[src/rtl/fish_pkg.sv]
// Shared fish constants, state encoding and spawn-row clamp.
// Used by the motion controller, the hit test and the sprite renderer.
package fish_pkg;

  localparam int unsigned SCREEN_W = 640;
  localparam int unsigned FISH_W   = 39;
  localparam int unsigned FISH_H   = 29;

  localparam logic [11:0] TRANSPARENT_COLOR = 12'h352;

  localparam logic [9:0] V_MIN      = 10'd120;
  localparam logic [9:0] V_MAX      = 10'd440;
  localparam logic [9:0] SURFACE_V  = 10'd100;
  localparam logic [9:0] SWIM_SPEED = 10'd2;
  localparam logic [9:0] REEL_SPEED = 10'd3;
  // Fish fully off the right edge: right edge + 1 sits FISH_W past the screen.
  localparam logic [9:0] H_MAX      = 10'(SCREEN_W + FISH_W);

  localparam logic WAY_LEFT  = 1'b0;
  localparam logic WAY_RIGHT = 1'b1;

  typedef enum logic [1:0] {
    IDLE   = 2'd0,
    SWIM   = 2'd1,
    HOOKED = 2'd2,
    DONE   = 2'd3
  } state_e;

  function automatic logic [9:0] clamp_v(input logic [9:0] v);
    if (v < V_MIN)      return V_MIN;
    else if (v > V_MAX) return V_MAX;
    else                return v;
  endfunction

endpackage

[src/rtl/fish_motion_ctrl_if.sv]
// Game-logic <-> fish controller signal bundle; master is the game side,
// slave is the controller.
interface fish_motion_ctrl_if;

  logic       frame_tick;
  logic       spawn_req;
  logic [9:0] spawn_v;
  logic       spawn_dir;
  logic       hook_valid;
  logic [9:0] hook_h;
  logic [9:0] hook_v;
  logic [9:0] fish_h_position;
  logic [9:0] fish_v_position;
  logic       fish_way;
  logic       fish_appear;
  logic       busy;
  logic       caught;
  logic       escaped;

  modport master (
    output frame_tick, spawn_req, spawn_v, spawn_dir, hook_valid, hook_h, hook_v,
    input  fish_h_position, fish_v_position, fish_way, fish_appear, busy, caught, escaped
  );

  modport slave (
    input  frame_tick, spawn_req, spawn_v, spawn_dir, hook_valid, hook_h, hook_v,
    output fish_h_position, fish_v_position, fish_way, fish_appear, busy, caught, escaped
  );

endinterface

[src/rtl/fish_hit_detect.sv]
// Combinational hook-vs-fish box test; box spans columns h-FISH_W..h-1
// and rows v..v+FISH_H-1.
module fish_hit_detect
  import fish_pkg::*;
(
  input  logic [9:0] h_i,
  input  logic [9:0] v_i,
  input  logic [9:0] hook_h_i,
  input  logic [9:0] hook_v_i,
  input  logic       hook_valid_i,
  output logic       hit_o
);

  logic [10:0] h_x, v_x, hook_h_x, hook_v_x;

  assign h_x      = {1'b0, h_i};
  assign v_x      = {1'b0, v_i};
  assign hook_h_x = {1'b0, hook_h_i};
  assign hook_v_x = {1'b0, hook_v_i};

  // Left bound rearranged as hook_h + FISH_W >= h so a fish near column 0 never wraps.
  assign hit_o = hook_valid_i
              && (hook_h_x + 11'(FISH_W) >= h_x)
              && (hook_h_x < h_x)
              && (v_x <= hook_v_x)
              && (hook_v_x < v_x + 11'(FISH_H));

endmodule

[src/rtl/fish_motion_ctrl.sv]
// Fish spawn/swim/hook/reel controller driving the sprite renderer.
// Optional vertical wobble while swimming: define FISH_WOBBLE_EN.
module fish_motion_ctrl
  import fish_pkg::*;
(
  input  logic              clk,
  input  logic              rst,
  fish_motion_ctrl_if.slave bus
);

  state_e     state_q, state_d;
  logic [9:0] h_q, h_d;
  logic [9:0] v_q, v_d;
  logic       way_q, way_d;
  logic       appear_q, appear_d;
  logic       caught_q, caught_d;
  logic       escaped_q, escaped_d;

  logic       hit_raw;
  logic       hit;
  logic [9:0] h_swim;
  logic [9:0] h_far;
  logic [9:0] v_swim;
  logic [9:0] v_reel;

  fish_hit_detect u_hit (
    .h_i          (h_q),
    .v_i          (v_q),
    .hook_h_i     (bus.hook_h),
    .hook_v_i     (bus.hook_v),
    .hook_valid_i (bus.hook_valid),
    .hit_o        (hit_raw)
  );

  assign hit = hit_raw && (state_q == SWIM);

  always_comb begin
    h_swim = h_q;
    h_far  = '0;
    if (way_q == WAY_RIGHT) begin
      h_far  = H_MAX;
      h_swim = (h_q >= H_MAX - SWIM_SPEED) ? H_MAX : h_q + SWIM_SPEED;
    end else begin
      h_swim = (h_q <= SWIM_SPEED) ? 10'd0 : h_q - SWIM_SPEED;
    end
  end

  assign v_reel = (v_q <= SURFACE_V + REEL_SPEED) ? SURFACE_V : v_q - REEL_SPEED;

`ifdef FISH_WOBBLE_EN
  logic [2:0] wob_q, wob_d;

  // Triangle: +1 on ticks 0-3, -1 on ticks 4-7.
  always_comb begin
    if (wob_q[2]) v_swim = (v_q <= V_MIN) ? V_MIN : v_q - 10'd1;
    else          v_swim = (v_q >= V_MAX + 10'd1) ? V_MAX + 10'd1 : v_q + 10'd1;
  end

  always_ff @(posedge clk) begin
    if (rst) wob_q <= '0;
    else     wob_q <= wob_d;
  end
`else
  assign v_swim = v_q;
`endif

  always_comb begin
    state_d   = state_q;
    h_d       = h_q;
    v_d       = v_q;
    way_d     = way_q;
    appear_d  = appear_q;
    caught_d  = 1'b0;
    escaped_d = 1'b0;
`ifdef FISH_WOBBLE_EN
    wob_d     = wob_q;
`endif
    unique case (state_q)
      IDLE: begin
        if (bus.spawn_req) begin
          state_d  = SWIM;
          way_d    = bus.spawn_dir;
          v_d      = clamp_v(bus.spawn_v);
          h_d      = (bus.spawn_dir == WAY_RIGHT) ? 10'd0 : H_MAX;
          appear_d = 1'b1;
`ifdef FISH_WOBBLE_EN
          wob_d    = '0;
`endif
        end
      end
      SWIM: begin
        // A hit outranks a same-tick edge exit and freezes h.
        if (hit) begin
          state_d = HOOKED;
        end else if (bus.frame_tick) begin
          h_d = h_swim;
          v_d = v_swim;
`ifdef FISH_WOBBLE_EN
          wob_d = wob_q + 3'd1;
`endif
          if (h_swim == h_far) begin
            escaped_d = 1'b1;
            appear_d  = 1'b0;
            state_d   = DONE;
          end
        end
      end
      HOOKED: begin
        if (bus.frame_tick) begin
          v_d = v_reel;
          if (v_reel == SURFACE_V) begin
            caught_d = 1'b1;
            appear_d = 1'b0;
            state_d  = DONE;
          end
        end
      end
      DONE: state_d = IDLE;
      default: state_d = IDLE;
    endcase
  end

  always_ff @(posedge clk) begin
    if (rst) begin
      state_q   <= IDLE;
      h_q       <= '0;
      v_q       <= '0;
      way_q     <= 1'b0;
      appear_q  <= 1'b0;
      caught_q  <= 1'b0;
      escaped_q <= 1'b0;
    end else begin
      state_q   <= state_d;
      h_q       <= h_d;
      v_q       <= v_d;
      way_q     <= way_d;
      appear_q  <= appear_d;
      caught_q  <= caught_d;
      escaped_q <= escaped_d;
    end
  end

  assign bus.fish_h_position = h_q;
  assign bus.fish_v_position = v_q;
  assign bus.fish_way        = way_q;
  assign bus.fish_appear     = appear_q;
  assign bus.busy            = (state_q != IDLE);
  assign bus.caught          = caught_q;
  assign bus.escaped         = escaped_q;

endmodule

[src/flat_wrapper.sv]
// flat-port wrapper written by rule: the top's interface ports become plain ports
module fish_motion_ctrl_flat import fish_pkg::*;
  (clk, rst, bus_frame_tick, bus_spawn_req, bus_spawn_v, bus_spawn_dir, bus_hook_valid, bus_hook_h, bus_hook_v, bus_fish_h_position, bus_fish_v_position, bus_fish_way, bus_fish_appear, bus_busy, bus_caught, bus_escaped);
  fish_motion_ctrl_if bus_i ();
  input  logic clk;
  input  logic rst;
  input wire logic [$bits(bus_i.frame_tick)-1:0] bus_frame_tick;
  input wire logic [$bits(bus_i.spawn_req)-1:0] bus_spawn_req;
  input wire logic [$bits(bus_i.spawn_v)-1:0] bus_spawn_v;
  input wire logic [$bits(bus_i.spawn_dir)-1:0] bus_spawn_dir;
  input wire logic [$bits(bus_i.hook_valid)-1:0] bus_hook_valid;
  input wire logic [$bits(bus_i.hook_h)-1:0] bus_hook_h;
  input wire logic [$bits(bus_i.hook_v)-1:0] bus_hook_v;
  output wire logic [$bits(bus_i.fish_h_position)-1:0] bus_fish_h_position;
  output wire logic [$bits(bus_i.fish_v_position)-1:0] bus_fish_v_position;
  output wire logic [$bits(bus_i.fish_way)-1:0] bus_fish_way;
  output wire logic [$bits(bus_i.fish_appear)-1:0] bus_fish_appear;
  output wire logic [$bits(bus_i.busy)-1:0] bus_busy;
  output wire logic [$bits(bus_i.caught)-1:0] bus_caught;
  output wire logic [$bits(bus_i.escaped)-1:0] bus_escaped;
  assign bus_i.frame_tick = bus_frame_tick;
  assign bus_i.spawn_req = bus_spawn_req;
  assign bus_i.spawn_v = bus_spawn_v;
  assign bus_i.spawn_dir = bus_spawn_dir;
  assign bus_i.hook_valid = bus_hook_valid;
  assign bus_i.hook_h = bus_hook_h;
  assign bus_i.hook_v = bus_hook_v;
  assign bus_fish_h_position = bus_i.fish_h_position;
  assign bus_fish_v_position = bus_i.fish_v_position;
  assign bus_fish_way = bus_i.fish_way;
  assign bus_fish_appear = bus_i.fish_appear;
  assign bus_busy = bus_i.busy;
  assign bus_caught = bus_i.caught;
  assign bus_escaped = bus_i.escaped;
  fish_motion_ctrl u_core (.clk(clk), .rst(rst), .bus(bus_i));
endmodule
[config.mk]
export PLATFORM = sky130hd
export DESIGN_NAME = fish_motion_ctrl_flat
export DESIGN_NICKNAME = d
export VERILOG_FILES = /design/src/rtl/fish_pkg.sv /design/src/rtl/fish_motion_ctrl_if.sv /design/src/rtl/fish_hit_detect.sv /design/src/rtl/fish_motion_ctrl.sv /design/src/flat_wrapper.sv
export SDC_FILE = /design/constraint.sdc
export NUM_CORES = 1
export LEC_CHECK = 0
export ABC_AREA = 1
export CELL_PAD_IN_SITES_DETAIL_PLACEMENT = 1
export CELL_PAD_IN_SITES_GLOBAL_PLACEMENT = 1
export CORE_MARGIN = 4
export CORE_UTILIZATION = 34
export DETAILED_ROUTE_END_ITERATION = 7
export GPL_ROUTABILITY_DRIVEN = 0
export PLACE_DENSITY = 0.77
export SLEW_MARGIN = 20
export SYNTH_ARGS = -nofsm -noshare
export SYNTH_HDL_FRONTEND = slang
export SYNTH_SLANG_ARGS = --single-unit
export TNS_END_PERCENT = 5
[constraint.sdc]
create_clock -name clk -period 2.67 [get_ports clk]
set_input_delay 0.534 -clock clk [delete_from_list [all_inputs] [get_ports clk]]
set_output_delay 0.534 -clock clk [all_outputs]
set_load 0.01 [all_outputs]
* Yosys cells after proc, flatten, opt, wreduce, memory -nomap -nowiden *
Cells that the tools add are included.

storage, ports and cells
  register bits after elaboration = 26
  bits in latches = 0
  RAM bits = 0
  ROM bits = 0
  memories = 0

cells by class
  add/sub/neg operators = 5
  $mul = 0
  div/mod/pow operators = 0
  magnitude comparators = 9
  equality and inequality tests = 13
  shift-type cells = 0
  muxes and demuxes = 31
  bitwise operators = 3
  reduce and logical (&&, ||, !) cells = 17

operators by type and width
  kind                                                                               count
  10-bit 2-to-1 mux                                                                  13
  10-bit case mux with 2 select lines                                                2
  10-bit by 2-bit subtractor with 10-bit output (second input constant)              2
  2-bit 2-to-1 mux                                                                   6
  10-bit by 5-bit adder with 11-bit output (second input constant)                   1
  10-bit by 6-bit adder with 11-bit output (second input constant)                   1
  11-bit by 10-bit greater-or-equal comparator with 1-bit output                     1
  10-bit by 11-bit < comparator with 1-bit output                                    1
  10-bit by 2-bit adder with 10-bit output (second input constant)                   1
  10-bit equality test                                                               1
  10-bit by 7-bit equality test with 1-bit output (second input constant)            1
  10-bit greater-or-equal comparator (second input constant)                         1
  10-bit by 9-bit greater-than comparator with 1-bit output (second input constant)  1
  10-bit <= comparator                                                               1
  10-bit by 2-bit <= comparator with 1-bit output (second input constant)            1
  10-bit by 7-bit <= comparator with 1-bit output (second input constant)            1
  10-bit < comparator                                                                1
  10-bit by 7-bit < comparator with 1-bit output (second input constant)             1
  2-bit inequality test (second input constant)                                      5
  1-bit 2-to-1 mux                                                                   8
  2-bit case mux with 4 select lines                                                 1
  7-bit AND reduction                                                                1
  3-bit by 2-bit inequality test with 1-bit output (second input constant)           2
  2-bit nonzero test                                                                 3
  other kinds (14)                                                                   21

* Depth between registers and ports, before layout *
  word-level depth = 9
  gate-level depth with buffers = 23
  gate-level depth less buffers = 23

* Cells and area by module *
Synthesis repeated with hierarchy kept, for this count alone.

unflattened totals
  cells, all modules = 584
  area, all modules = 3716.1 um^2

modules (own cells, without submodules)
  module            times used  cells an instance  area each (um^2)
  fish_motion_ctrl  1           361                2312.2
  fish_hit_detect   1           223                1403.8

* Worst setup path after synthesis *
Ideal clock, no wire load.

  path kind = input -> register
  start point = in bus_hook_h[0]
  end point = reg u_core.h_q[4] (netlist: u_core.bus.fish_h_position[4])
  arrival time = 2.629 ns
  data required time = 2.554 ns
  setup slack = -0.074 ns
  stages on the path = 22
  path buffers = 1
  cell sequence = inv_1 ha_1 a21oi_2 nand2_1 nand2_1 xor2_1 ha_1 nand2_1 inv_1 a21oi_1 nand3_1 nand2_1 nand3_1 nand2_1 nand2_1 nand2_1 nor2_2 o21ai_1 buf_2 nand3_1 nand2_1 nor2_1

on the way
  cells in the longest elaborated chain, start to end = 9

RTL lines
  item                                                            line                     RTL
  from (decl)                                                     flat_wrapper.sv:12       input wire logic [$bits(bus_i.hook_h)-1:0] bus_hook_h;
  10-bit by 6-bit adder with 11-bit output                        fish_hit_detect.sv:23    && (hook_h_x + 11'(FISH_W) >= h_x)
  11-bit by 10-bit greater-or-equal comparator with 1-bit output  fish_hit_detect.sv:23
  1-bit logical AND                                               fish_hit_detect.sv:23
  1-bit logical AND *                                             fish_hit_detect.sv:24    && (hook_h_x < h_x)
  1-bit logical AND *                                             fish_hit_detect.sv:25    && (v_x <= hook_v_x)
  1-bit logical AND *                                             fish_hit_detect.sv:26    && (hook_v_x < v_x + 11'(FISH_H));
  1-bit logical AND *                                             fish_motion_ctrl.sv:35   assign hit = hit_raw && (state_q == SWIM);
  2-bit inequality test (no line) *                               --
  4-bit AND reduction (no line) *                                 --
  to (signal assigned)                                            fish_motion_ctrl.sv:126  h_q <= '0;
  to (signal assigned)                                            fish_motion_ctrl.sv:134  h_q <= h_d;
  to (decl)                                                       fish_motion_ctrl.sv:12   logic [9:0] h_q, h_d;

Mark *: on every way between the ends. The rest lies on a longest branch, timed or not.
A chain may end at the register's enable or synchronous reset.

* Worst setup path in the final report *
  start point = in bus_hook_h[1]
  end point = reg u_core.h_q[6] (netlist: u_core.bus.fish_h_position[6])

Same word-level chain as after synthesis.

==> impl_metrics.csv <==
group,metric,value,unit
outcome,status,"complete, but fails checks",
outcome,violations,"negative setup slack",
detailed_routing,ant_nets,0,
layout,nFillCells,1369,
critical_path,r2r-start,"u_core.bus.fish_v_position[1]",
critical_path,reg2reg_to,"u_core.bus.fish_h_position[6]",
placement,dp_hpwl,10400,um
worst_hold_path,min_from,"u_core.bus.fish_appear",
synthesis,ys_ff_latch,26,
pwr,powerDensity,1180,nW/um^2
clocking,numCtsBuffers,3,
global_route,track_usage,21.8,%
sta,tightestPinTransition,0.802,ns
critical_path,worstSetupEndpointType,"register",
clocking,clk_path_buf_depth,2,
critical_path,critPathLaunch,"bus_hook_h[1]",
global_route,grt_overflow,0,
global_route,grt_pass1_vias,4606,
clocking,root_buffer,"clkbuf_8",
pwr,intPower,2770,uW
synthesis,yosysUniqueCellTypes,37,
pwr,seqPwrFrac,12.4,%
critical_path,rr_worst_depth,22,
detailed_routing,drt_iter0_drc,187,
die,dieArea,12200,um^2
sta,period_share,103,%
synthesis,yosys_warnings,0,
detailed_routing,remaining_drc_errors,0,
layout,diodes,0,
pwr,power,6080,uW
worst_hold_path,hold_path_class,"register to register",
clocking,insertion_delay,0.28,ns
critical_path,crit_path_start_kind,"input port",
detailed_routing,routed-via-count,4364,
global_route,grt_max_degree,21,
sta,fmax,365,MHz
clocking,htree_num_levels,1,
critical_path,timing_worst_setup_path_type,"input port to register",
clocking,cts_tree,"built",
sta,final.setup_skew,0.00888,ns
die,die_x,110,um
sta,setup_viol,11,
pwr,vdd_drop_max,545,uV
pwr,p_sw,3300,uW
layout,mostFrequentLayoutCell,"nand2_1",
critical_path,crit_required,2.85,ns
detailed_routing,viasPerCell,5.16,
placement,numPlacedInstances,829,
sta,hold_viol,0,
worst_hold_path,hold_depth,4,
sta,grt_setup_unrepaired,"true",
job,drv_cap,0,
global_route,grt_pass1_wl,21400,um
layout,utilization,50.2,%
pwr,switching_share,54.3,%
sta,drv_slew,0,
synthesis,syn_area_per_cell,5.95,um^2
die,num_rows,37,
critical_path,cp_data_arrival_time,2.92,ns
synthesis,synth_area,3550,um^2
detailed_routing,drt-wirelength-per-cell,15.7,um
sta,finalWorstSetupSlack,-0.0712,ns
detailed_routing,wl,13300,um
pwr,clkPwrFrac,5.6,%
pwr,p_leak,0.00252,uW
clocking,clock-sinks,26,
synthesis,synth_cells,597,
die,start_util,34.7,%
critical_path,rrSetupSlack,0.07,ns
sta,relSlewSlack,46.4,%
layout,layout_common_cells,"nand2_1 (136), inv_1 (80), buf_4 (57)",
critical_path,critical_path.max_fanout,5,
die,die_h,110,um
synthesis,ys_seq_area_share,14.6,%
global_route,grt_antenna_before_repair,0,
detailed_routing,dr.pass1.iters,4,
layout,layout-drive-gt1-share,22.7,%
layout,fin_nets,794,
pwr,combPwrFrac,82.0,%
layout,fin_cells,845,
layout,area_delta_synth_final,44.5,%
placement,io_buffers,60,
worst_hold_path,whs_endpoint,"u_core.bus.fish_appear",
die,io_pins,61,
die,core_region_area,10200,um^2
clocking,clk_pin_slew_worst_paths,0.10,ns
clocking,cts_hold_repair.buffers,0,
sta,finalCriticalPeriod,2.74,ns
synthesis,synth_nets,681,
[worst max-delay path by stage]
stage	endpoint	slack, ns	depth (start not counted)
3_5_place_dp	u_core.bus.fish_h_position[6]	-0.86	23
4_1_cts	u_core.bus.fish_h_position[3]	-0.01	23
6_report	u_core.bus.fish_h_position[6]	-0.07	22
5_1_grt	u_core.bus.fish_h_position[6]	-0.23	22
2_1_floorplan	u_core.bus.fish_h_position[4]	0.02	22
3_3_place_gp	u_core.bus.fish_h_position[2]	-0.66	23
[cell usage after synthesis]
cell type	instances	area, um^2
nand4_1	9	56.3
buf_4	1	7.51
inv_2	7	26.3
nand3b_1	3	22.5
o22ai_1	1	6.26
a221oi_1	2	17.5
nand3_2	3	30.0
o21ai_2	1	8.76
a32o_1	1	10.0
nor3_1	5	25.0
nor2_1	62	233
o21bai_1	2	15.0
nand2_2	4	25.0
a21boi_1	2	15.0
inv_1	88	330
nand2_1	147	552
dfxtp_1	26	521
nor2_2	8	50.1
clkbuf_1	7	26.3
nor2_4	3	33.8
o21ai_1	3	15.0
nor4_1	2	12.5
buf_2	5	25.0
o21ai_0	24	120
o211ai_1	1	7.51
xor2_1	16	140
nor3b_1	1	7.51
a31oi_1	7	43.8
a21o_1	1	7.51
nand3_1	57	285
o21a_1	1	7.51
ha_1	48	601
a21oi_2	1	8.76
a21oi_1	42	210
or2_2	2	12.5
buf_6	2	22.5
xnor2_1	2	17.5
[final cells by class]
cell class	instances	area, um^2	area share, %
inverter	95	367	7.14
sequential	26	523	10.2
tap	136	170	3.31
timing repair buffer	123	1090	21.3
multi-input combinational	461	2910	56.7
clock inverter	1	30.0	0.585
clock buffer	3	41.3	0.804
[flip-flops by register name, summed over array words and instances (netlist names)]
| signal | cells |
|---|---|
| u_core.bus.caught | 1 |
| u_core.bus.fish_h_position | 10 |
| u_core.bus.fish_way | 1 |
| u_core.state_q | 2 |
| u_core.bus.escaped | 1 |
| u_core.bus.fish_appear | 1 |
| u_core.bus.fish_v_position | 10 |
[routing by layer]
metal / vias up / GRT usage, % / wire length [um]
li1: 2155 / - / -
met1: 2056 / 25.1 / 5250
met2: 118 / 42.2 / 7040
met3: 35 / 2.56 / 597
met4: 0 / 5.89 / 377
met5: - / 0 / 0
[kinds of logic after synthesis]
kind of cell,synth area share (%)
and+or+nand+nor,37.8
buffers and inverters,12.3
AOI/OAI and AO/OA,13.9
adders and majority gates,16.9
DFF,14.6
xor gates and xnor gates,4.44
[metrics by stage]
| step | TNS [ns] | hold slack (ns) | area (um^2) | worst slack (ns) |
|---|---|---|---|---|
| floorplan | 0 | 0.519 | 3560 | 0.0154 |
| global placement | -8.94 | 0.502 | 4630 | -0.660 |
| detailed placement | -11.47 | 0.537 | 4630 | -0.860 |
| CTS | -0.0366 | 0.552 | 4940 | -0.0136 |
| global route | -2.48 | 0.597 | 5140 | -0.231 |
| finish | -0.365 | 0.536 | 5140 | -0.0712 |
[worst max-delay path: stages]
cell and delay (ns):
buf_8 0.08, inv_4 0.04, ha_4 0.16, buf_4 0.13
buf_6 0.11, xor2_2 0.14, ha_1 0.34, a21oi_2 0.16
nand2_1 0.07, nand2_1 0.09, nand3_1 0.11, nand2_1 0.09
nand3_2 0.07, nand2_1 0.06, nand2_1 0.05, nand2_2 0.07
nor2_4 0.05, o21ai_4 0.17, buf_6 0.16, nand3_2 0.06
nand2_1 0.11, nor2_1 0.06
[repair_timing]
item,CTS,global route
endpoints found under the setup margin,14,14
cloned,2,0
gates resized for setup,65,44
buffers inserted,7,3
pin swaps,21,41
[power by group through the flow]
stage | combinational [uW] | clock [uW] | sequential, uW
2_1_floorplan | 2760 | 0 | 805
3_3_place_gp | 4160 | 0 | 733
3_5_place_dp | 4360 | 0 | 743
4_1_cts | 4670 | 343 | 742
6_report | 4980 | 339 | 756
5_1_grt | 5620 | 363 | 779
Note: power is estimated with default switching activity, not from simulation.
